--- config.mk ---
export PLATFORM = sky130hd
export DESIGN_NAME = mem_port_arbiter
export DESIGN_NICKNAME = d
export VERILOG_FILES = /design/src/rtl/mem_port_arbiter.sv
export SDC_FILE = /design/constraint.sdc
export NUM_CORES = 1
export LEC_CHECK = 0
export CAP_MARGIN = 20
export CELL_PAD_IN_SITES_DETAIL_PLACEMENT = 1
export CELL_PAD_IN_SITES_GLOBAL_PLACEMENT = 2
export CORE_MARGIN = 2
export CORE_UTILIZATION = 10
export CTS_CLUSTER_DIAMETER = 50
export CTS_CLUSTER_SIZE = 25
export DETAILED_ROUTE_END_ITERATION = 8
export PLACE_DENSITY_LB_ADDON = 0.1
export SETUP_SLACK_MARGIN = 0.3
export SKIP_LAST_GASP = 1
export SLEW_MARGIN = 10
export SYNTH_ARGS = -nofsm -noshare
export SYNTH_HDL_FRONTEND = slang
export SYNTH_SLANG_ARGS = --single-unit
--- constraint.sdc ---
create_clock -name clk -period 1.8 [get_ports clk]
set_input_delay 0.27 -clock clk [delete_from_list [all_inputs] [get_ports clk]]
set_output_delay 0.27 -clock clk [all_outputs]
set_load 0.01 [all_outputs]
--- src/rtl/mem_port_arbiter.sv ---
// mem_port_arbiter: shares one single-port memory between the fetch and load/store ports with a watchdog.
// Define ARB_ROUND_ROBIN_EN for round-robin tie breaking; default build uses fixed LS priority.
module mem_port_arbiter #(
    parameter int TIMEOUT = 16,
    parameter int CNT_W   = 5
) (
    input  logic        clk,
    input  logic        rst,
    input  logic        if_req_i,
    input  logic [31:0] if_addr_i,
    output logic [31:0] if_data_o,
    output logic        if_ack_o,
    input  logic        ls_rd_en_i,
    input  logic        ls_wr_en_i,
    input  logic [31:0] ls_addr_i,
    input  logic [31:0] ls_data_i,
    output logic [31:0] ls_data_o,
    output logic        ls_ack_o,
    output logic        mem_rd_en_o,
    output logic        mem_wr_en_o,
    output logic [31:0] mem_addr_o,
    output logic [31:0] mem_data_o,
    input  logic [31:0] mem_data_i,
    input  logic        mem_ack_i,
    output logic        busy_o,
    output logic        err_o
);
    typedef enum logic [1:0] {IDLE, GNT_IF, GNT_LS, RECOVER} state_t;
    state_t state, state_nxt;
    logic last_gnt;
    logic [CNT_W-1:0] wd_cnt;
    logic ls_req, pick_ls, gnt, abort;
    assign ls_req = ls_rd_en_i | ls_wr_en_i;
`ifdef ARB_ROUND_ROBIN_EN
    // last_gnt=1 means LS was granted last, so IF wins the next tie
    assign pick_ls = ls_req & (~if_req_i | ~last_gnt);
`else
    assign pick_ls = ls_req | (last_gnt & 1'b0);
`endif
    assign gnt   = (state == GNT_IF) || (state == GNT_LS);
    assign abort = gnt && (TIMEOUT != 0) && (wd_cnt == CNT_W'(TIMEOUT - 1)) && !mem_ack_i;
    always_ff @(posedge clk) begin
        if (rst) begin
            state    <= IDLE;
            last_gnt <= 1'b0;
            wd_cnt   <= '0;
        end else begin
            state <= state_nxt;
            if (state == IDLE && state_nxt != IDLE) begin
                last_gnt <= (state_nxt == GNT_LS);
                wd_cnt   <= '0;
            end else if (gnt && !mem_ack_i) begin
                wd_cnt <= wd_cnt + 1'b1;
            end
        end
    end
    always_comb begin
        state_nxt   = IDLE;
        if_data_o   = '0;
        if_ack_o    = 1'b0;
        ls_data_o   = '0;
        ls_ack_o    = 1'b0;
        mem_rd_en_o = 1'b0;
        mem_wr_en_o = 1'b0;
        mem_addr_o  = '0;
        mem_data_o  = '0;
        busy_o      = gnt;
        err_o       = abort;
        case (state)
            IDLE:    state_nxt = pick_ls ? GNT_LS : (if_req_i ? GNT_IF : IDLE);
            GNT_IF,
            GNT_LS:  state_nxt = (mem_ack_i || abort) ? RECOVER : state;
            default: state_nxt = IDLE;
        endcase
        if (state == GNT_IF) begin
            mem_rd_en_o = !abort;
            mem_addr_o  = if_addr_i;
            if_ack_o    = mem_ack_i | abort;
            if_data_o   = abort ? '0 : mem_data_i;
        end
        if (state == GNT_LS) begin
            mem_rd_en_o = ls_rd_en_i & !abort;
            mem_wr_en_o = ls_wr_en_i & !abort;
            mem_addr_o  = ls_addr_i;
            mem_data_o  = ls_data_i;
            ls_ack_o    = mem_ack_i | abort;
            ls_data_o   = abort ? '0 : mem_data_i;
        end
    end
endmodule

==> results.yml, run 1 <==
outcome:
  status: "complete, but fails checks"
  violations: "negative setup slack"
clock_tree:
  htreeDepth: 1
  cts_tree: "done"
  cts_hold_buf: 0
  ctsLongestPathBuffers: 2
  cts_made_buffers: 3
  root_buffer: "clkbuf_16"
  clkSinkCount: 7
  clkLatencyLatePin_ns: 0.23
  clk_pin_slew_ns: 0.04
layout:
  final_common_cell: "clkdlybuf4s50_1"
  nets: 666
  fillCellCount: 1640
  fin_area_um2: 5800
  drive_gt1_share_pct: 61.5
  fin_cells: 709
  final_cell_mix: "clkdlybuf4s50_1, buf_6, and2_4, a22o_1, buf_2"
  syn2layout_area_growth_pct: 284
  diodes: 0
floorplan:
  start_util_pct: 10.3
  core_um2: 14600
  ios: 268
  die_x_um: 127
  die_h_um: 127
  num_rows: 44
  dieArea_um2: 16100
placed_design:
  placed_area_um2: 4640
  hpwl_mm: 8.71
  portBuffers: 267
  dp_cells: 655
  pre_cts_ws_ns: -0.461
  gp_congestion: 0.744
routing:
  wirelength_met1_mm: 4.27
  firstDrtPassIters: 4
  drtIter0Drc: 45
  wl_per_cell_um: 18.0
  drt-vias-per-instance: 3.96
  vias: 2810
  dr.max_layer_used: "met4"
  dr_wl_met2_mm: 7.23
  postRouteAntennaNets: 0
  drc: 0
  postRouteWirelength_mm: 12.8
  dr_wl_met3_mm: 1.08
job:
  maxCapViolations: 0
logic_synthesis:
  ys_ff_latch: 7
  netlist_area_um2: 1510
  synthCells: 200
  yosysWarnings: 0
  synth_cell_types: 32
  post_synth.cell_area_avg_um2: 7.56
  ys_seq_area_share_pct: 9.27
  syn_nets: 340
pwr:
  vdd.ir_drop.worst_v: 0.000256
  power_w: 0.00402
  power_density_nw_per_um2: 693
  leakage_nw: 2.60
setup_path:
  cp.depth: 9
  critPathLaunch: "wd_cnt[0]"
  crit_family: "buffers and inverters"
  crit_type: "reg -> out"
  critPathCapture: "ls_data_o[24]"
  cp_num_buf_inv: 4
  worstSetupStartpointType: "flip-flop"
  cp.required_ns: 1.53
  arrival_ns: 1.85
  worstRegToRegCells: 10
  path_max_fanout: 8
  regToRegSetupSlack_ns: -0.19
  end_kind: "output port"
  critPathSlowestCell: "dfxtp_2"
  cpPeakStageDelay_ns: 0.33
  r2r_start: "wd_cnt[0]"
  path_cells: "ha_4 > and3_4 > ha_4 > a21boi_4 > buf_6 > buf_12 > buf_16 > and2_4 > buf_6"
  timing.rr.end: "wd_cnt[4]"
global_routing:
  grt_pass1_wl_mm: 18.0
  grt_pass1_vias: 3012
  grt_overflow: 0
  track_usage_pct: 14.3
  antenna_found_initial: 0
  grt_max_degree: 17
sta:
  tightest_slew_ns: 0.527
  setup_violations: 125
  relSlewSlack_pct: 64.6
  fin_crit_sh_pct: 118
  rsz0062_at_grt: "yes"
  period_needed_ns: 2.12
  max_freq_mhz: 471
  fin_skew_ns: 0.00191
  maxSlewViolCount: 0
  finalWorstSetupSlack_ns: -0.323
  hold_viol: 0
worst_hold_path:
  hold_class: "reg -> reg"
## state kept, by name, summed over array words and instances (netlist names)
name	cells
wd_cnt	5
state	2
## synth_stat cells, drive strengths merged
cell type | instances | area [um2]
a211oi | 2 | 20.0
a21boi | 2 | 37.5
a21oi | 4 | 20.0
a22o | 32 | 280
a2bb2oi | 1 | 15.0
a31oi | 1 | 6.26
and2 | 98 | 626
and3 | 1 | 6.26
buf | 12 | 104
clkbuf | 6 | 22.5
dfxtp | 7 | 140
ha | 6 | 75.1
inv | 3 | 11.3
nand2 | 2 | 7.51
nand2b | 1 | 6.26
nand3 | 1 | 5.00
nand3b | 1 | 7.51
nor2 | 5 | 18.8
nor2b | 5 | 31.3
nor3 | 1 | 5.00
nor4 | 1 | 6.26
o21ai | 2 | 10.0
o31a | 1 | 10.0
o31ai | 1 | 7.51
o41ai | 1 | 8.76
or3 | 1 | 6.26
xnor2 | 1 | 8.76
xor2 | 1 | 8.76
## worst min-delay path by stage
stage | from | cells after the start | slack [ns] | end
2_1_floorplan | rst | 1 | 0.34 | state[1]
3_3_place_gp | wd_cnt[4] | 2 | 0.52 | wd_cnt[4]
3_5_place_dp | wd_cnt[4] | 2 | 0.51 | wd_cnt[4]
4_1_cts | wd_cnt[4] | 2 | 0.54 | wd_cnt[4]
5_1_grt | wd_cnt[4] | 2 | 0.58 | wd_cnt[4]
6_report | wd_cnt[4] | 2 | 0.54 | wd_cnt[4]
## metrics by stage
stage / hold WS [ns] / setup TNS [ns] / utilization (%)
global route: 0.581 / -31.72 / 39.6
detailed placement: 0.510 / -43.90 / 31.7
global placement: 0.519 / -44.45 / 31.7
floorplan: 0.335 / 0 / -
finish: 0.542 / -24.03 / 39.6
CTS: 0.539 / -23.06 / 35.8
## worst register-to-register path: cells and delay by family, from the launching register on
family | cells | cell delay, ns
AO/OA/AOI/OAI | 3 | 0.61
adder cells (fa/ha/maj) | 2 | 0.32
buffers and inverters | 4 | 0.48
flip-flops | 1 | 0.33
AND/OR/NAND/NOR | 1 | 0.18
## layout make-up
| class | instances | area [um2] | area share [%] |
|---|---|---|---|
| Clock buffer | 4 | 78.8 | 1.36 |
| Inverter | 3 | 16.3 | 0.281 |
| Multi-Input combinational cell | 172 | 1600 | 27.5 |
| Sequential cell | 7 | 148 | 2.55 |
| Tap cell | 184 | 230 | 3.97 |
| Timing Repair Buffer | 339 | 3730 | 64.3 |
## routing by layer
metal / GRT usage [%] / vias to the layer above
met5: 0 / -
met3: 2.87 / 12
met1: 15.2 / 1290
met4: 2.65 / 0
li1: - / 1337
met2: 29.0 / 171
## kinds of logic (layout without fill, tap and decap cells)
family,after synthesis,after routing,share of synthesized area (%)
AOI/OAI and AO/OA,47,47,27.5
xor gates and xnor gates,2,2,1.16
adders and majority gates,6,6,4.97
buffers and inverters,21,346,9.11
DFF,7,7,9.27
and+or+nand+nor,117,117,48.0
## power by group
part | total [W] | internal, W | switching (W)
Sequential | 0.000189 | 0.000174 | 0.0000143
Clock | 0.000395 | 0.000296 | 0.0000984
Combinational | 0.00343 | 0.00218 | 0.00125
Total | 0.00402 | 0.00265 | 0.00137
## timing repair
| item | in CTS | in global routing |
|---|---|---|
| buffers inserted | 26 | 9 |
| gates resized for setup | 664 | 100 |
| pin swaps | 19 | 23 |
| gates cloned | 12 | 3 |
| endpoints found under the setup margin | 141 | 141 |
Note: power is estimated with default switching activity, not from simulation.
==> inputs of run 2 (changes only) <==
- TNS_END_PERCENT: not set -> 1
==> results.yml, run 2 (synthesized netlist as in run 1, its figures left out) <==
clock_tree:
  clk_pin_slew_ns: 0.04
  clkLatencyLatePin_ns: 0.23
  cts_made_buffers: 3
  htreeDepth: 1
  cts_tree: "done"
  root_buffer: "clkbuf_16"
  cts_hold_buf: 0
  ctsLongestPathBuffers: 2
  clkSinkCount: 7
global_routing:
  track_usage_pct: 13.2
  grt_overflow: 0
  antenna_found_initial: 0
  grt_max_degree: 27
  grt_pass1_vias: 2829
  grt_pass1_wl_mm: 16.6
job:
  maxCapViolations: 0
layout:
  drive_gt1_share_pct: 35.0
  fin_cells: 681
  nets: 638
  fin_area_um2: 4990
  syn2layout_area_growth_pct: 230
  largest-register: "wd_cnt"
  diodes: 0
  final_common_cell: "clkdlybuf4s50_1"
  largest_register_ffs: 5
  final_cell_mix: "clkdlybuf4s50_1, dlygate4sd2_1, and2_1, and2_4, buf_6"
  fillCellCount: 1700
  reg_top3: "wd_cnt: 5 flops, state: 2 flops"
outcome:
  violations: "negative setup slack"
  status: "complete, but fails checks"
placed_design:
  portBuffers: 267
  hpwl_mm: 8.73
  placed_area_um2: 4640
  gp_congestion: 0.700
  dp_cells: 657
  pre_cts_ws_ns: -0.446
pwr:
  vdd.ir_drop.worst_v: 0.000189
  leakage_nw: 2.34
  power_density_nw_per_um2: 632
setup_path:
  cp.required_ns: 1.53
  end_kind: "output port"
  worstRegToRegCells: 8
  arrival_ns: 1.84
  crit_type: "reg -> out"
  path_max_fanout: 8
  worstSetupStartpointType: "flip-flop"
  regToRegSetupSlack_ns: 0.04
floorplan:
  start_util_pct: 10.3
  ios: 268
  dieArea_um2: 16100
  die_h_um: 127
  num_rows: 44
  core_um2: 14600
  die_x_um: 127
routing:
  drtIter0Drc: 49
  drt-vias-per-instance: 3.91
  drc: 0
  postRouteWirelength_mm: 11.4
  vias: 2661
  postRouteAntennaNets: 0
  firstDrtPassIters: 4
  wl_per_cell_um: 16.7
worst_hold_path:
  hold_class: "reg -> reg"
  holdPathStages: 2
sta:
  relSlewSlack_pct: 79.1
  max_freq_mhz: 474
  fin_crit_sh_pct: 117
  setup_violations: 134
  maxSlewViolCount: 0
  finalSetupTns_ns: -33.36
  fin_skew_ns: 0.00297
  hold_viol: 0
  tightest_slew_ns: 0.311
  finalWorstSetupSlack_ns: -0.308
  rsz0062_at_grt: "yes"
  period_needed_ns: 2.11
## run 2: critical path, stage by stage (launching register included)
cell	delay [ns]
dfxtp_2	0.33
ha_4	0.16
and3_4	0.18
ha_4	0.18
a21boi_4	0.15
buf_6	0.13
buf_6	0.13
buf_16	0.13
and2_4	0.14
buf_6	0.09
## run 2: area by class of cell
cell class / instances / area [um2] / share of cell area, %
clock buffers: 4 / 78.8 / 1.58
repair buffers: 311 / 3120 / 62.6
inverters: 3 / 13.8 / 0.276
flip-flops and latches: 7 / 145 / 2.91
well taps: 184 / 230 / 4.62
multi-input cells: 172 / 1400 / 28.1
## run 2: timing repair
| item | CTS | global route |
|---|---|---|
| setup endpoints to repair | 140 | 140 |
| pin swaps | 6 | 1 |
| setup buffers | 12 | 0 |
| resized for setup | 379 | 0 |
| gates cloned | 8 | 0 |
| hold endpoints to repair | 0 | 0 |
## run 2: power breakdown
group / internal (W) / leakage [nW] / switching (W) / total, W
clock: 0.000295 / 0.0382 / 0.0000892 / 0.000384
sequential: 0.000173 / 0.0586 / 0.0000131 / 0.000187
combinational: 0.00157 / 2.25 / 0.00101 / 0.00258
total: 0.00204 / 2.34 / 0.00111 / 0.00315
## run 2: per-layer routing
metal,wire length [um],vias up,track usage (%)
met5,0,-,0
met2,6190,168,26.8
met3,1040,9,3.63
met1,3990,1206,13.3
li1,-,1278,-
met4,147,0,2.84
## run 2: path summary, 6_finish.rpt
| check | startpoint | to |
|---|---|---|
| setup / recovery | wd_cnt[1] | ls_data_o[11] |
| hold / removal | wd_cnt[4] | wd_cnt[4] |
| setup reg to reg | wd_cnt[1] | wd_cnt[4] |
| hold reg to reg | wd_cnt[4] | wd_cnt[4] |
## run 2: through the flow
| stage | util [%] | power [W] | hold slack [ns] |
|---|---|---|---|
| 2_1_floorplan | - | 0.00119 | 0.335 |
| 3_3_place_gp | 31.7 | 0.00258 | 0.515 |
| 3_5_place_dp | 31.7 | 0.00258 | 0.510 |
| 4_1_cts | 34.0 | 0.00322 | 0.526 |
| 5_1_grt | 34.0 | 0.00337 | 0.561 |
| 6_report | 34.0 | 0.00315 | 0.522 |
==> inputs of run 3 (changes only) <==
- CTS_CLUSTER_SIZE: 25 -> 24
==> results of run 3 <==
Final layout, timing and power as in run 2 (identical DEF).
